--- config.mk ---
export PLATFORM = sky130hd
export DESIGN_NAME = pc_fetch_unit
export DESIGN_NICKNAME = d
export VERILOG_FILES = /design/src/rtl/cpu_pkg.sv /design/src/rtl/pc_plus2.sv /design/src/rtl/pc_fetch_unit.sv
export SDC_FILE = /design/constraint.sdc
export NUM_CORES = 1
export LEC_CHECK = 0
export ABC_AREA = 0
export CAP_MARGIN = 20
export CORE_ASPECT_RATIO = 1.75
export CORE_UTILIZATION = 42
export DETAILED_ROUTE_END_ITERATION = 6
export PLACE_DENSITY = 0.85
export SETUP_SLACK_MARGIN = 0.05
export SLEW_MARGIN = 20
export SYNTH_ARGS = -nofsm -noshare
export SYNTH_HDL_FRONTEND = slang
export SYNTH_SLANG_ARGS = --single-unit
--- constraint.sdc ---
create_clock -name Clock -period 1.85 [get_ports Clock]
set_clock_uncertainty 0.1 [all_clocks]
set_input_delay 0.185 -clock Clock [delete_from_list [all_inputs] [get_ports Clock]]
set_output_delay 0.185 -clock Clock [all_outputs]
set_load 0.02 [all_outputs]
--- src/rtl/cpu_pkg.sv ---
// Shared CPU front-end definitions: bus widths, fetch FSM encoding, PC step.
// Latency: n/a (declarations only).
// Backpressure: n/a.
package cpu_pkg;

    localparam int unsigned ADDR_W  = 16;
    localparam int unsigned INSTR_W = 16;

    // Byte-addressed 16-bit instruction words.
    localparam int unsigned PC_STEP = 2;

    typedef enum logic [1:0] {
        IDLE  = 2'd0,
        FETCH = 2'd1,
        HOLD  = 2'd2,
        HALT  = 2'd3
    } fetch_state_e;

endpackage

--- src/rtl/pc_plus2.sv ---
// Sequential PC incrementer (PC + PC_STEP), wraps modulo 2^ADDR_W.
// Latency: combinational.
// Backpressure: none.
// Ports: pc_i current PC, pc_o next sequential PC.
module pc_plus2
    import cpu_pkg::*;
(
    input  logic [ADDR_W-1:0] pc_i,
    output logic [ADDR_W-1:0] pc_o
);

    // Carry out of the top bit is simply dropped: FFFE + 2 = 0000.
    assign pc_o = pc_i + ADDR_W'(PC_STEP);

endmodule

--- src/rtl/pc_fetch_unit.sv ---
// PC register + single-outstanding instruction fetch sequencer with a one-entry output buffer.
// Latency: MemAck -> InstrValid 1 cycle; DecReady handshake -> next MemReq 1 cycle.
// Backpressure: DecReady=0 parks the word in HOLD; no new fetch is issued until it is taken.
// Ports: Clock/ResetN (sync, active-low); MemReq/MemAddr/MemAck/MemData to instruction memory;
//        BranchTaken/BranchTarget redirect; Halt stop request; Instr/InstrPC/InstrValid/DecReady
//        to decoder; PC current PC; Halted in HALT state.
module pc_fetch_unit
    import cpu_pkg::*;
#(
    parameter logic [ADDR_W-1:0] RESET_PC = 16'h0000
) (
    input  logic               Clock,
    input  logic               ResetN,
    output logic               MemReq,
    output logic [ADDR_W-1:0]  MemAddr,
    input  logic               MemAck,
    input  logic [INSTR_W-1:0] MemData,
    input  logic               BranchTaken,
    input  logic [ADDR_W-1:0]  BranchTarget,
    input  logic               Halt,
    input  logic               DecReady,
    output logic [INSTR_W-1:0] Instr,
    output logic [ADDR_W-1:0]  InstrPC,
    output logic               InstrValid,
    output logic [ADDR_W-1:0]  PC,
    output logic               Halted
);

    fetch_state_e       state_q, state_d;
    logic [ADDR_W-1:0]  pc_q, pc_d;
    logic               mem_req_q, mem_req_d;
    logic [INSTR_W-1:0] instr_q, instr_d;
    logic [ADDR_W-1:0]  instr_pc_q, instr_pc_d;
    logic               instr_vld_q, instr_vld_d;
    logic               halted_q, halted_d;
    logic               redir_pend_q, redir_pend_d;
    logic [ADDR_W-1:0]  redir_tgt_q, redir_tgt_d;

    logic [ADDR_W-1:0]  pc_inc;
    logic [ADDR_W-1:0]  branch_tgt;

    pc_plus2 u_pc_plus2 (
        .pc_i (pc_q),
        .pc_o (pc_inc)
    );

    // Instructions are word aligned, so the target LSB is cleared rather than trusted.
    assign branch_tgt = BranchTarget & ~ADDR_W'(1);

    always_comb begin
        state_d      = state_q;
        pc_d         = pc_q;
        instr_d      = instr_q;
        instr_pc_d   = instr_pc_q;
        instr_vld_d  = instr_vld_q;
        redir_pend_d = redir_pend_q;
        redir_tgt_d  = redir_tgt_q;

        case (state_q)
            IDLE: begin
                if (BranchTaken) begin
                    pc_d = branch_tgt;
                end
                state_d = Halt ? HALT : FETCH;
            end

            FETCH: begin
                if (MemAck) begin
                    if (BranchTaken) begin
                        // Word belongs to the wrong path: drop it and refetch at the target.
                        pc_d         = branch_tgt;
                        redir_pend_d = 1'b0;
                    end else if (redir_pend_q) begin
                        // Request was already committed when the redirect arrived; its data is stale.
                        pc_d         = redir_tgt_q;
                        redir_pend_d = 1'b0;
                    end else begin
                        instr_d     = MemData;
                        instr_pc_d  = pc_q;
                        instr_vld_d = 1'b1;
                        pc_d        = pc_inc;
                        state_d     = HOLD;
                    end
                end else if (BranchTaken) begin
                    // Address must stay stable until ack, so park the target; latest redirect wins.
                    redir_pend_d = 1'b1;
                    redir_tgt_d  = branch_tgt;
                end
            end

            HOLD: begin
                if (BranchTaken) begin
                    // Flush takes priority over a same-cycle decoder accept.
                    instr_vld_d = 1'b0;
                    pc_d        = branch_tgt;
                    state_d     = FETCH;
                end else if (DecReady) begin
                    instr_vld_d = 1'b0;
                    state_d     = Halt ? HALT : FETCH;
                end
            end

            HALT: begin
                // Terminal until reset; redirects are ignored.
                instr_vld_d = 1'b0;
            end

            default: begin
                state_d = IDLE;
            end
        endcase

        // Outputs are registered from the next state so they line up with it.
        mem_req_d = (state_d == FETCH);
        halted_d  = (state_d == HALT);
    end

    always_ff @(posedge Clock) begin
        if (!ResetN) begin
            state_q      <= IDLE;
            pc_q         <= RESET_PC;
            mem_req_q    <= 1'b0;
            instr_q      <= '0;
            instr_pc_q   <= '0;
            instr_vld_q  <= 1'b0;
            halted_q     <= 1'b0;
            redir_pend_q <= 1'b0;
            redir_tgt_q  <= '0;
        end else begin
            state_q      <= state_d;
            pc_q         <= pc_d;
            mem_req_q    <= mem_req_d;
            instr_q      <= instr_d;
            instr_pc_q   <= instr_pc_d;
            instr_vld_q  <= instr_vld_d;
            halted_q     <= halted_d;
            redir_pend_q <= redir_pend_d;
            redir_tgt_q  <= redir_tgt_d;
        end
    end

    assign MemReq     = mem_req_q;
    assign MemAddr    = pc_q;
    assign Instr      = instr_q;
    assign InstrPC    = instr_pc_q;
    assign InstrValid = instr_vld_q;
    assign PC         = pc_q;
    assign Halted     = halted_q;

endmodule
==> results.cfg, run 1 <==
[sta]
finalSetupViolCount = 0
rsz0062_at_grt = yes
fin_worst_hold_slack_ns = 0.303
slew_viol_final = 0
period_share_pct = 95.1
period_minus_slack_ns = 1.76
hold_violations = 0
fmax_mhz = 568
worst_pin_slew_ns = 0.649
slew_headroom_pct = 56.7

[clocking]
cts_buffers = 9
cts_max_path_buffers = 2
clk_latency_ns = 0.33
tritoncts = done
cts_hold_buf = 0
cts_root_buf = clkbuf_16
post-cts-setup-buffers = 0
clock_sinks = 67
cts_max_level = 3
clk_pin_slew_ns = 0.05

[detailed_routing]
drt_iter0_drc = 188
vias_per_cell = 5.55
wirelength_um = 9420
wl_per_cell_um = 15.6
vias = 3358
drc = 0
first_pass_iters = 4
ant_nets = 0

[hold_path]
worstHoldPathCells = 3
worstHoldPathType = in -> reg

[floorplan]
die_area_um2 = 8090
core-area_um2 = 7510
fp.dieW_um = 68.4
initial_utilization_pct = 43.2
ios = 105
die_y_um = 118
std_cell_rows = 42

[pwr]
p_per_area_nw_per_um2 = 824
p_switching_mw = 1.06
swShare_pct = 27.5
power_frac_comb_pct = 20.1
clockPowerShare_pct = 38.6
vdd_drop_max_uv = 574
p_seq_share_pct = 41.3
p_int_mw = 2.78
p_leak_nw = 1.76

[layout]
final_util_pct = 61.9
fillers = 646
nets = 553
antennaDiodeCount = 0
register_area_um2 = 1360
final_cell_mix = nand2_1, clkdlybuf4s50_1, dfxtp_1
syn_to_final_growth_pct = 43.3
fin_area_um2 = 4650
fin_cells = 605
final_common_cell = nand2_1
layout-drive-gt1-share_pct = 12.0
multi_input_area_um2 = 1600

[run_status]
outcome = completed

[global_route]
grt_pass1_vias = 3235
antenna_found_initial = 0
overflow = 0
grt_start_max_net_pins = 37
grt_pass1_wl_um = 15100
grt.total_usage_pct = 25.0

[worst_setup_path]
rr_worst_depth = 5
critPathLaunchType = flip-flop
path_class = reg -> reg
cp-end-kind = flip-flop
cp.arrival_ns = 1.87
crit_required_ns = 1.96
cp_max_fo = 5

[synth]
syn-instance-count = 416
syn_avg_cell_area_um2 = 7.80
yosysWarnings = 0
ys_ff_latch = 67
ys.flop_type = dfxtp_1
synth_area_um2 = 3240
synth_cell_types = 48
yosysSeqAreaShare_pct = 41.3
async_reset_ff_share_pct = 0
synth_enable_flop_cells = 0

[placement]
port-buffer-count = 100
place_area_um2 = 4390
gp_congestion = 0.902
placed_cells = 591
dp_hpwl_um = 6650

[flow_run]
maxCapViolations = 0
through the flow:
step / power [mW] / setup TNS [ns] / setup slack (ns)
after floorplan: 2.03 / 0 / 0.0605
after global placement: 2.35 / -0.360 / -0.0369
after detailed placement: 2.38 / -2.60 / -0.113
after CTS: 3.87 / 0 / 0.0561
after global routing: 3.99 / 0 / 0.0494
final: 3.83 / 0 / 0.0905
state kept, by name, summed over array words and instances, names as in the netlist:
name and cells:
Halted 1, Instr 16, InstrPC 15, InstrValid 1, MemAddr 15, MemReq 1, redir_pend_q 1, redir_tgt_q 15
state_q 2
layer usage:
metal | up-vias | track usage, % | share of wire, %
met4 | 0 | 17.8 | 4.2
met2 | 139 | 41.3 | 53
met5 | - | 0 | 0
li1 | 1610 | - | -
met1 | 1571 | 26.4 | 38
met3 | 38 | 5.89 | 5.7
cells in the mapped netlist (6+ instances only):
master,count,area share (%)
a211oi_1,7,1.6
a21oi_1,54,8.3
buf_2,12,1.9
buf_4,18,4.2
clkbuf_1,17,2.0
dfxtp_1,67,41
inv_1,7,0.81
nand2_1,114,13
nand3_1,11,1.7
nor2_1,6,0.69
o211ai_1,6,1.4
o21ai_0,15,2.3
o311a_1,6,1.9
cell families (layout without fill, tap and decap cells):
group / count (synthesis) / count (layout) / share of synthesized area (%)
other: 1 / 3 / 0.116
AO/OA/AOI/OAI: 110 / 110 / 20.7
multiplexers: 4 / 4 / 1.23
XOR/XNOR: 4 / 4 / 1.08
adder cells (fa/ha/maj): 1 / 1 / 0.386
flip-flops: 67 / 67 / 41.3
buffers and inverters: 58 / 157 / 9.72
AND/OR/NAND/NOR: 171 / 171 / 25.4
worst max-delay path, cell delays in order (launching register included):
cell and delay (ns):
dfxtp_2 0.36, ha_1 0.19, and3_1 0.23, nand3_1 0.17, o21a_1 0.23, o311a_1 0.36
power groups by stage:
stage          clock (mW)  sequential [mW]  combinational, mW
4_1_cts              1.52             1.58              0.771
5_1_grt              1.57             1.59              0.827
2_1_floorplan           0             1.67              0.365
6_report             1.48             1.58              0.770
3_5_place_dp            0             1.61              0.766
3_3_place_gp            0             1.61              0.746
cell type report:
cell class / instances / area share, %
Timing Repair Buffer: 135 / 28.1
Tap cell: 88 / 2.37
Sequential cell: 67 / 29.1
Multi-Input combinational cell: 293 / 34.3
Clock inverter: 3 / 0.377
Inverter: 8 / 0.646
Clock buffer: 11 / 5.01
path summary, 6_finish.rpt:
kind | slack [ns] | from | end
worst max-delay path | 0.09 | MemAddr[1]$_SDFFE_PN0P_ | MemAddr[15]$_SDFFE_PN0P_
worst max register to register | 0.09 | MemAddr[1]$_SDFFE_PN0P_ | MemAddr[15]$_SDFFE_PN0P_
worst min-delay path | 0.30 | MemData[11] | Instr[11]$_SDFFE_PN0P_
worst min register to register | 0.35 | InstrPC[12]$_SDFFE_PN0P_ | InstrPC[12]$_SDFFE_PN0P_
timing repair:
action / 4_1_cts / 5_1_grt
resized for setup: 3 / 6
endpoints found under the setup margin: 11 / 9
gates cloned: 0 / 0
pin swaps: 0 / 0
Power figures use the tool's default switching activity.
==> inputs of run 2 (changes only) <==
clock period = 1.4 ns   (was 1.85 ns; I/O delays follow)
==> results.cfg, run 2 (same netlist as run 1, synthesis figures left out) <==
[run_status]
outcome = finished with violations
violations = setup timing

[sta]
rsz0062_at_grt = yes
period_share_pct = 113
finalSetupViolCount = 51
final.setup.worst_slack_ns = -0.181
period_minus_slack_ns = 1.58
hold_violations = 0
fmax_mhz = 633
tns_ns = -5.27
fin_worst_hold_slack_ns = 0.257
slew_viol_final = 0

[layout]
syn_to_final_growth_pct = 78.7
antennaDiodeCount = 0
final_cell_mix = nand2_1, buf_4, dfxtp_1
final_common_cell = nand2_1
nets = 608
fin_cells = 662
layout-drive-gt1-share_pct = 44.1
largest_reg_flops = 16

[floorplan]
die_y_um = 118
ios = 105
std_cell_rows = 42
fp.dieW_um = 68.4
core-area_um2 = 7510
die_area_um2 = 8090
initial_utilization_pct = 43.2

[pwr]
p_int_mw = 4.16
p_leak_nw = 2.62
p_seq_share_pct = 35.3
power_frac_comb_pct = 23.8
p_switching_mw = 1.71
finalPower_mw = 5.88
clockPowerShare_pct = 40.9
vdd_drop_max_uv = 895
swShare_pct = 29.2
p_per_area_nw_per_um2 = 1010

[clocking]
clock_sinks = 67
tritoncts = done
cts_max_level = 3
cts_max_path_buffers = 2
cts_root_buf = clkbuf_16
clk_pin_slew_ns = 0.05
cts_hold_buf = 0
cts_buffers = 9
clk_latency_ns = 0.34

[detailed_routing]
ant_nets = 0
vias_per_cell = 5.91
vias = 3915
drc = 0
drt_iter0_drc = 413
wl_per_cell_um = 19.5
wirelength_um = 12900
first_pass_iters = 5

[global_route]
grt.total_usage_pct = 30.6
grt_pass1_wl_um = 18500
antenna_found_initial = 0
grt_start_max_net_pins = 26
overflow = 0
grt_pass1_vias = 3795

[worst_setup_path]
path_class = reg -> reg
cp-end-kind = flip-flop
worst_path_largest_cell_delay_ns = 0.45
critPathLaunchType = flip-flop
reg2reg_slack_ns = -0.18
r2r-end = MemAddr[14]$_SDFFE_PN0P_
crit_required_ns = 1.53
rr_worst_depth = 5
crit_top_cell = o21ai_1
cp_max_fo = 7
r2r_start = state_q[0]$_SDFFE_PN0N_
cp.arrival_ns = 1.71
cp_slowest_cell = or4bb_1
cp_cell_sequence = buf_6 > or4bb_1 > o21ai_1 > o21ai_1 > and3_1

[hold_path]
worstHoldEndpoint = Instr[12]$_SDFFE_PN0P_
worstHoldPathType = in -> reg
worstHoldPathCells = 3
min_from = MemData[12]

[placement]
port-buffer-count = 100
dp_hpwl_um = 7190
placed_cells = 627
gp_congestion = 0.905

[flow_run]
maxCapViolations = 0
## run 2: cell types whose count changed in the layout (fill, tap and decap cells not counted), moves of 8 or more
cell	before	now
buf_4	32	57
a21oi_1	54	16
nand2_4	0	30
o21ai_0	15	7
dfxtp_2	11	3
buf_6	0	17
a21oi_2	0	38
dfxtp_4	0	12
nand2_1	114	74
clkdlybuf4s50_1	94	35
nand2_2	0	10
buf_2	0	16
dlygate4sd2_1	2	34
## run 2: layer usage
layer / global-route usage (%) / vias to the layer above / part of all wire [%]
met5: 0 / - / 0
li1: - / 1725 / -
met3: 7.34 / 65 / 6.8
met1: 32.6 / 1890 / 35
met4: 19.3 / 0 / 5.6
met2: 51.2 / 235 / 53
## run 2: stage by stage
step | utilization [%] | instance area [µm²] | setup slack, ns
floorplan | - | 3350 | -0.286
CTS | 72.8 | 5470 | -0.146
detailed placement | 63.5 | 4770 | -0.464
global route | 77.2 | 5800 | -0.259
finish | 77.2 | 5800 | -0.181
global placement | 63.5 | 4770 | -0.450
## run 2: worst max-delay path, delay by kind of cell, from the launching register on
family          cells  cell delay, ns
buf+inv             1            0.13
compound gates      2            0.24
flops               1            0.41
simple gates        2            0.59
## run 2: final cells by class
class | count | area, µm²
multi-input combinational | 293 | 2150
timing repair buffer | 190 | 1790
inverter | 8 | 32.5
clock inverter | 3 | 22.5
tap | 88 | 110
sequential | 67 | 1390
clock buffer | 13 | 303
fill | 498 | 1720
## run 2: timing repair
action,in CTS,in global routing
pin swaps,35,75
gates cloned,4,1
resized for setup,177,148
buffers inserted,14,6
endpoints found under the setup margin,127,85
## run 2: worst max-delay path by stage
stage          cells after the start  slack, ns                    start                       end
2_1_floorplan                      6      -0.29  state_q[0]$_SDFFE_PN0N_  MemAddr[12]$_SDFFE_PN0P_
3_5_place_dp                       7      -0.46              BranchTaken  MemAddr[10]$_SDFFE_PN0P_
6_report                           5      -0.18  state_q[0]$_SDFFE_PN0N_  MemAddr[14]$_SDFFE_PN0P_
5_1_grt                            5      -0.26  MemAddr[1]$_SDFFE_PN0P_  MemAddr[14]$_SDFFE_PN0P_
4_1_cts                            6      -0.15  MemAddr[1]$_SDFFE_PN0P_   MemAddr[5]$_SDFFE_PN0P_
3_3_place_gp                       7      -0.45              BranchTaken  MemAddr[15]$_SDFFE_PN0P_
## run 2: power groups by stage
stage          logic (mW)  registers [mW]  clock network (mW)
2_1_floorplan       0.490            2.21                   0
3_5_place_dp         1.14            2.11                   0
3_3_place_gp         1.11            2.10                   0
4_1_cts              1.23            2.07                2.40
5_1_grt              1.47            2.08                2.51
6_report             1.40            2.07                2.41
==> inputs of run 3 (changes only) <==
CORE_UTILIZATION = 46   (was 42)
PLACE_DENSITY = 0.88   (was 0.85)
clock period = 1.7 ns   (was 1.4 ns; I/O delays follow)
==> results.cfg, run 3 (same netlist as run 1, synthesis figures left out) <==
[sta]
tns_ns = 0
finalSetupViolCount = 0
period_minus_slack_ns = 1.63
period_share_pct = 95.7
rsz0062_at_grt = yes
hold_violations = 0
final.setup.worst_slack_ns = 0.0739
fmax_mhz = 615
slew_viol_final = 0

[detailed_routing]
top_layer_used = met4
wl_per_cell_um = 15.5
drt_iter0_drc = 197
drc = 0
wl_met1_um = 3610
wirelength_um = 9530
ant_nets = 0
wl_met3_um = 507
vias = 3387
dr_wl_met2_um = 5110
vias_per_cell = 5.51
first_pass_iters = 4

[pwr]
p_switching_mw = 1.18
p_leak_nw = 1.89
swShare_pct = 27.6
clockPowerShare_pct = 40.3
p_per_area_nw_per_um2 = 893
p_int_mw = 3.11
p_seq_share_pct = 40.1
vdd_drop_max_uv = 756
power_frac_comb_pct = 19.6

[floorplan]
ios = 105
die_y_um = 113
std_cell_rows = 40
initial_utilization_pct = 47.3
die_area_um2 = 7410
fp.dieW_um = 65.5
core-area_um2 = 6860

[clocking]
cts_hold_buf = 0
cts_root_buf = clkbuf_16
cts_max_level = 3
clk_pin_slew_ns = 0.05
cts_buffers = 9
clk_latency_ns = 0.34
clock_sinks = 67
cts_max_path_buffers = 2
tritoncts = done

[worst_setup_path]
rr_worst_depth = 4
crit_required_ns = 1.83
cp.arrival_ns = 1.75
critPathLaunchType = flip-flop
cp_max_fo = 4
path_class = reg -> reg
cp-end-kind = flip-flop

[hold_path]
worstHoldPathType = in -> reg
worstHoldPathCells = 3

[placement]
place_ws_ns = -0.219
dp_hpwl_um = 6700
gp_congestion = 0.876
port-buffer-count = 100

[layout]
nets = 565
layout-drive-gt1-share_pct = 16.2
final_common_cell = nand2_1
largest_reg_flops = 16
antennaDiodeCount = 0
final_cell_mix = nand2_1, clkdlybuf4s50_1, a21oi_1
fillers = 564
syn_to_final_growth_pct = 48.1

[global_route]
overflow = 0
grt_pass1_wl_um = 15100
grt_start_max_net_pins = 41
grt.total_usage_pct = 26.8
antenna_found_initial = 0
grt_pass1_vias = 3397

[run_status]
outcome = completed

[flow_run]
maxCapViolations = 0
-- run 3: cell count changes in the layout (fill, tap and decap cells not counted), sizes merged --
cell	before	now
buf	105	47
clkdlybuf4s50	35	72
clkdlybuf4s15	10	0
dlygate4sd2	34	27
clkbuf	18	12
clkinv	1	3
inv	9	8
-- run 3: through the flow --
step | hold WS (ns) | instances | power, mW | util, % | instance area, µm²
floorplan | 0.206 | 418 | 2.21 | - | 3310
global placement | 0.341 | 597 | 2.59 | 65.8 | 4510
global route | 0.291 | 615 | 4.46 | 70.1 | 4810
finish | 0.283 | 615 | 4.29 | 70.1 | 4810
detailed placement | 0.345 | 597 | 2.61 | 65.8 | 4510
CTS | 0.274 | 613 | 4.30 | 69.5 | 4770
-- run 3: per-layer routing --
layer  up-vias  GRT usage [%]
met2       122           47.3
met4         0           17.4
li1       1631              -
met5         -              0
met3        25           6.75
met1      1609           26.9
-- run 3: area by class of cell --
| cell class | count | area [µm²] | share of cell area [%] |
|---|---|---|---|
| well taps | 84 | 105 | 2.19 |
| clock buffers | 12 | 256 | 5.34 |
| clock inverters | 4 | 23.8 | 0.495 |
| flip-flops and latches | 67 | 1380 | 28.6 |
| multi-input cells | 293 | 1640 | 34.2 |
| inverters | 8 | 30.0 | 0.625 |
| repair buffers | 147 | 1370 | 28.6 |
-- run 3: worst max-delay path, cell delays in order (launching register included) --
cell and delay [ns]:
dfxtp_4 0.35, and4_4 0.27, nand3_4 0.09, or4_4 0.52, and4_1 0.20
-- run 3: timing repair --
action / 4_1_cts / 5_1_grt
resized for setup: 32 / 8
setup endpoints to repair: 30 / 51
pin swaps: 0 / 2
buffers inserted: 0 / 2
-- run 3: power by group through the flow --
stage          combinational (mW)  clock, mW  sequential (mW)
6_report                    0.840       1.73             1.72
5_1_grt                     0.900       1.83             1.73
4_1_cts                     0.827       1.75             1.72
3_5_place_dp                0.860          0             1.75
3_3_place_gp                0.842          0             1.74
2_1_floorplan               0.398          0             1.82
-- run 3: path summary, 6_finish.rpt --
path                                 from                        to  slack [ns]
setup / recovery  MemAddr[7]$_SDFFE_PN0P_  MemAddr[12]$_SDFFE_PN0P_        0.07
hold / removal                 MemData[0]     Instr[0]$_SDFFE_PN0P_        0.28
setup reg to reg  MemAddr[7]$_SDFFE_PN0P_  MemAddr[12]$_SDFFE_PN0P_        0.07
hold reg to reg     Instr[0]$_SDFFE_PN0P_     Instr[0]$_SDFFE_PN0P_        0.35
